==> src/rtl/hazard_perf_pkg.sv <==
// Shared definitions for the hazard performance monitor: counter indices and trace record layout.
// Pure declarations; no logic, no latency.
package hazard_perf_pkg;

    localparam int NUM_CNT         = 8;

    localparam int CNT_CYCLES      = 0;
    localparam int CNT_STALLS      = 1;
    localparam int CNT_BRANCHES    = 2;
    localparam int CNT_FWD_A       = 3;
    localparam int CNT_FWD_B       = 4;
    localparam int CNT_FLUSH_IFID  = 5;
    localparam int CNT_FLUSH_IDEX  = 6;
    localparam int CNT_DROPS       = 7;

    typedef struct packed {
        logic [31:0] cycle;
        logic [31:0] target;
    } trace_rec_t;

endpackage

==> src/rtl/hazard_perf_monitor_trace_fifo.sv <==
// Synchronous FIFO with wrap-bit pointers; a write is visible one edge later (no fall-through).
// A push into a full FIFO succeeds only when a pop happens on the same edge.
module trace_fifo #(
    parameter int WIDTH = 64,
    parameter int DEPTH = 8
) (
    input  logic             clk,
    input  logic             rst,
    input  logic             clr,
    input  logic             push,
    input  logic             pop,
    input  logic [WIDTH-1:0] din,
    output logic             full,
    output logic             empty,
    output logic [WIDTH-1:0] dout
);

    localparam int AW = $clog2(DEPTH);

    logic [AW:0]      wr_q, wr_d, rd_q, rd_d;
    logic [WIDTH-1:0] mem_q [DEPTH];
    logic             do_push, do_pop;

    assign empty   = (wr_q == rd_q);
    assign full    = (wr_q[AW] != rd_q[AW]) && (wr_q[AW-1:0] == rd_q[AW-1:0]);
    assign do_pop  = pop & ~empty;
    assign do_push = push & (~full | do_pop);
    // Head reads as zero when empty so the record outputs idle at 0.
    assign dout    = empty ? '0 : mem_q[rd_q[AW-1:0]];

    always_comb begin
        wr_d = wr_q;
        rd_d = rd_q;
        if (clr) begin
            wr_d = '0;
            rd_d = '0;
        end else begin
            if (do_push) wr_d = wr_q + (AW+1)'(1);
            if (do_pop)  rd_d = rd_q + (AW+1)'(1);
        end
    end

    always_ff @(posedge clk or posedge rst) begin
        if (rst) begin
            wr_q <= '0;
            rd_q <= '0;
        end else begin
            wr_q <= wr_d;
            rd_q <= rd_d;
        end
    end

    always_ff @(posedge clk) begin
        if (do_push && !clr) mem_q[wr_q[AW-1:0]] <= din;
    end

endmodule

==> src/rtl/hazard_perf_monitor.sv <==
// Saturating pipeline-hazard event counters with snapshot readout (1-cycle latency) and a taken-branch trace FIFO.
// Trace drains on valid/ready; records arriving while full with no pop are dropped and counted.
module hazard_perf_monitor
    import hazard_perf_pkg::*;
#(
    parameter int CNT_W       = 32,
    parameter int TRACE_DEPTH = 8
) (
    input  logic        clk,
    input  logic        rst,
    input  logic        en,
    input  logic        clr,
    input  logic        stall,
    input  logic        branch_taken,
    input  logic [31:0] branch_target,
    input  logic [1:0]  forwardA,
    input  logic [1:0]  forwardB,
    input  logic        flush_IFID,
    input  logic        flush_IDEX,
    input  logic        snap,
    input  logic [2:0]  cnt_sel,
    output logic [31:0] cnt_data,
    output logic        trc_valid,
    input  logic        trc_ready,
    output logic [31:0] trc_cycle,
    output logic [31:0] trc_target,
    output logic        trc_overflow
);

    logic [CNT_W-1:0]   live_q   [NUM_CNT];
    logic [CNT_W-1:0]   live_d   [NUM_CNT];
    logic [CNT_W-1:0]   shadow_q [NUM_CNT];
    logic [31:0]        cnt_data_q;
    logic               ovf_q, ovf_d;
    logic [NUM_CNT-1:0] ev;

    logic       fifo_full, fifo_empty, push_req, pop, drop;
    trace_rec_t rec_in, rec_out;

    assign push_req = en & branch_taken & ~clr;
    assign pop      = ~fifo_empty & trc_ready;
    assign drop     = push_req & fifo_full & ~pop;

    assign rec_in.cycle  = 32'(live_q[CNT_CYCLES]);
    assign rec_in.target = branch_target;

    trace_fifo #(
        .WIDTH ($bits(trace_rec_t)),
        .DEPTH (TRACE_DEPTH)
    ) u_trace_fifo (
        .clk   (clk),
        .rst   (rst),
        .clr   (clr),
        .push  (push_req),
        .pop   (pop),
        .din   (rec_in),
        .full  (fifo_full),
        .empty (fifo_empty),
        .dout  (rec_out)
    );

    always_comb begin
        ev                 = '0;
        ev[CNT_CYCLES]     = en;
        ev[CNT_STALLS]     = en & stall;
        ev[CNT_BRANCHES]   = en & branch_taken;
        ev[CNT_FWD_A]      = en & (forwardA != 2'b00);
        ev[CNT_FWD_B]      = en & (forwardB != 2'b00);
        ev[CNT_FLUSH_IFID] = en & flush_IFID;
        ev[CNT_FLUSH_IDEX] = en & flush_IDEX;
        ev[CNT_DROPS]      = drop;
    end

    always_comb begin
        for (int i = 0; i < NUM_CNT; i++) begin
            live_d[i] = live_q[i];
            if (clr)
                live_d[i] = '0;
            else if (ev[i] && (live_q[i] != {CNT_W{1'b1}}))
                live_d[i] = live_q[i] + CNT_W'(1);
        end
        ovf_d = clr ? 1'b0 : (ovf_q | drop);
    end

    // Shadow copies the pre-edge live values, so a same-edge clr or increment never leaks in.
    always_ff @(posedge clk or posedge rst) begin
        if (rst) begin
            for (int i = 0; i < NUM_CNT; i++) begin
                live_q[i]   <= '0;
                shadow_q[i] <= '0;
            end
            cnt_data_q <= '0;
            ovf_q      <= 1'b0;
        end else begin
            for (int i = 0; i < NUM_CNT; i++) begin
                live_q[i] <= live_d[i];
                if (snap) shadow_q[i] <= live_q[i];
            end
            cnt_data_q <= 32'(shadow_q[cnt_sel]);
            ovf_q      <= ovf_d;
        end
    end

    assign cnt_data     = cnt_data_q;
    assign trc_valid    = ~fifo_empty;
    assign trc_cycle    = rec_out.cycle;
    assign trc_target   = rec_out.target;
    assign trc_overflow = ovf_q;

endmodule

==> config.mk <==
export PLATFORM = sky130hd
export DESIGN_NAME = hazard_perf_monitor
export DESIGN_NICKNAME = d
export VERILOG_FILES = /design/src/rtl/hazard_perf_pkg.sv /design/src/rtl/hazard_perf_monitor_trace_fifo.sv /design/src/rtl/hazard_perf_monitor.sv
export SDC_FILE = /design/constraint.sdc
export NUM_CORES = 2
export LEC_CHECK = 0
export ABC_AREA = 1
export ABC_CLOCK_PERIOD_IN_PS = 40200
export CAP_MARGIN = 30
export CORE_ASPECT_RATIO = 1.4
export CORE_MARGIN = 2
export CORE_UTILIZATION = 50
export CTS_CLUSTER_DIAMETER = 50
export DETAILED_ROUTE_END_ITERATION = 7
export HOLD_SLACK_MARGIN = 0.02
export PLACE_DENSITY = 0.67
export SLEW_MARGIN = 10
export SYNTH_ARGS = -nofsm -noshare
export SYNTH_HDL_FRONTEND = slang
export SYNTH_SLANG_ARGS = --single-unit
==> constraint.sdc <==
create_clock -name clk -period 40.2 [get_ports clk]
set_input_delay 6.03 -clock clk [delete_from_list [all_inputs] [get_ports clk]]
set_output_delay 6.03 -clock clk [all_outputs]
set_load 0.01 [all_outputs]
==> results.cfg <==
[min_path]
min_path_type = flop to flop

[routing]
viasPerCell = 5.51
vias = 39396
ant_nets = 0
avgRoutedWirePerCell_um = 19.1
drt_wl_total_mm = 137
drc_errors = 0
first_pass_iters = 5
drt_iter0_drc = 3078

[clock_tree]
cts_resized = 0
cts.sinks = 1065
clk_pin_slew_ns = 0.06
post-cts-setup-buffers = 0
cts_tree = built
cts_buffers = 107
h-tree-depth = 3
cts-root-buf = clkbuf_16
insertion_delay_ns = 0.72
holdBufCountCts = 0
cts_buffer_depth = 3

[setup_path]
start_kind = flop
cp.required_ns = 34.17
path_class = flop to primary output
cp_max_fo = 93
crit_path_end_kind = primary output
arrival_ns = 4.52

[synthesis]
synth_seq_area_share_pct = 58.3
synth_nets = 5764
yosys-top-cells-area = edfxtp_1 (31%), dfrtp_1 (28%), nand2_1 (11%), nor2_1 (8.0%), o21ai_0 (5.7%)
yosysWarnings = 0
syn_inst = 5705
synth.distinct_cells = 39
syn_area_mm2 = 0.0501
synth_top_area_share_pct = 30.7
syn_area_per_cell_um2 = 8.79
yosys.area.top_type = edfxtp_1
ys_ff_latch = 1065

[floorplan]
die_h_um = 379
io_pins = 147
coreArea_mm2 = 0.0996
start_util_pct = 50.4
fp.dieW_um = 272
dieArea_mm2 = 0.103
placementRows = 137

[finish]
multi_input_area_mm2 = 0.0184
final_layout_size_suffix_gt1_share_pct = 6.95
synthToLayoutAreaGrowth_pct = 12.5
seqCellArea_mm2 = 0.0292
fillers = 8804
final_common_cell = nand2_1
diodes = 0
fin_util_pct = 56.7
final_cell_mix = nand2_1 (1433), nor2_1 (1068), o21ai_0 (575)
nNetsFinal = 5798

[timing]
finalHoldViolCount = 0
finalCriticalPeriod_ns = 10.55
relSlewSlack_pct = 37.8
finalSetupViolCount = 0
rsz0062_at_grt = false
slew_violations = 0
period_share_pct = 26.2
fin_ws_ns = 29.65
finClkSkew_ns = 0.0407
tns_ns = 0
worst_pin_slew_ns = 0.928
clock.fmax_mhz = 94.8

[placed_design]
dp_slack_ns = 30.08
io_buffers = 146
hpwl_mm = 88.5
gp_congestion = 0.963

[grt]
grt_usage_pct = 26.5
grt_max_degree = 214
grt_pass1_vias = 37513
grt_antenna_before_repair = 0
grt_pass1_wl_mm = 212
overflow = 0

[status]
status = completed

[power_and_ir_drop]
leakage_nw = 23.0
powerDensity_mw_per_mm2 = 43.9
ir_drop_mv = 0.0450

[run]
maxCapViolations = 0
==> metrics by stage <==
step | total power, mW | hold WS (ns) | std cells | instance area (µm²)
final | 2.48 | 0.498 | 7150 | 56400
after global routing | 2.57 | 0.511 | 7150 | 56400
after CTS | 2.49 | 0.504 | 7143 | 56300
after detailed placement | 1.45 | 0.490 | 6943 | 52500
after global placement | 1.45 | 0.483 | 6942 | 52500
after floorplan | 1.35 | 0.475 | 5705 | 50100
==> where the power goes <==
| part | internal [mW] | leakage, nW | switching (mW) |
|---|---|---|---|
| Clock | 0.602 | 1.81 | 0.441 |
| Combinational | 0.0930 | 8.80 | 0.173 |
| Sequential | 1.15 | 12.4 | 0.0131 |
==> synthesized netlist by cell type, drive strengths merged <==
cell and number:
nand2 1447, nor2 1088, o21ai 599, dfrtp 553, edfxtp 512, inv 353, nand3 217, a21oi 196
clkbuf 172, nand4 150, buf 109, o32ai 64, mux2 59, xor2 55, or2 37, a31oi 32
xnor2 31, ha 10, nand3b 7, nor3 6, and2 2, o21bai 2, a21boi 1, a22o 1
clkinv 1, nor3b 1
==> worst paths after layout <==
path | to | slack, ns | startpoint | cells after the start
setup / recovery | trc_cycle[5] | 29.65 | u_trace_fifo.rd_q[0]$_DFFE_PP0P_ | 9
hold / removal | shadow_q[12]$_DFFE_PP0P_ | 0.50 | shadow_q[12]$_DFFE_PP0P_ | 1
setup reg to reg | u_trace_fifo.mem_q[4][33]$_DFFE_PP_ | 36.24 | u_trace_fifo.rd_q[2]$_DFFE_PP0P_ | 7
hold reg to reg | shadow_q[12]$_DFFE_PP0P_ | 0.50 | shadow_q[12]$_DFFE_PP0P_ | 1
max in group asynchronous | live_q[61]$_DFFE_PP0P_ | 32.07 | rst | 7
min in group asynchronous | live_q[78]$_DFFE_PP0P_ | 5.81 | rst | 2
==> flip-flops by register name, indices dropped and copies added, names as in the netlist <==
register	count
live_q	256
trc_overflow	1
u_trace_fifo.rd_q	4
shadow_q	256
cnt_data	32
u_trace_fifo.mem_q	512
u_trace_fifo.wr_q	4
==> layout make-up <==
class                      count  share of cell area (%)
sequential                  1065                    51.8
multi-input combinational   4005                    32.6
clock buffer                 126                    5.11
timing repair buffer         206                    3.67
tap                         1320                    2.93
inverter                     354                    2.40
clock inverter                74                    1.48
==> critical path, stage by stage (launching register included) <==
cell and delay [ns]:
dfrtp_4 0.64, inv_6 0.57, buf_4 0.67, buf_4 0.34, buf_16 0.31, nor2_1 0.08, o32ai_1 0.25, nor2_1 0.06
nor2_1 0.23, clkdlybuf4s50_1 0.58
==> logic make-up (layout without fill, tap and decap cells) <==
logic type                 Yosys count  in the layout  share of synthesized area (%)
AOI/OAI and AO/OA                  895            895                           9.57
xor gates and xnor gates            86             86                           1.50
adders and majority gates           10             10                          0.250
buffers and inverters              635            760                           5.09
DFF                               1065           1065                           58.3
muxes                               59             59                           1.32
and+or+nand+nor                   2955           2955                           24.0
==> metal layers <==
| layer | GRT usage, % | share of wire, % |
|---|---|---|
| met3 | 2.68 | 4.4 |
| met1 | 32.4 | 40 |
| met5 | 0 | 0 |
| met4 | 15.8 | 6.2 |
| met2 | 45.6 | 50 |
No activity file was read; power rests on OpenSTA's default activity.
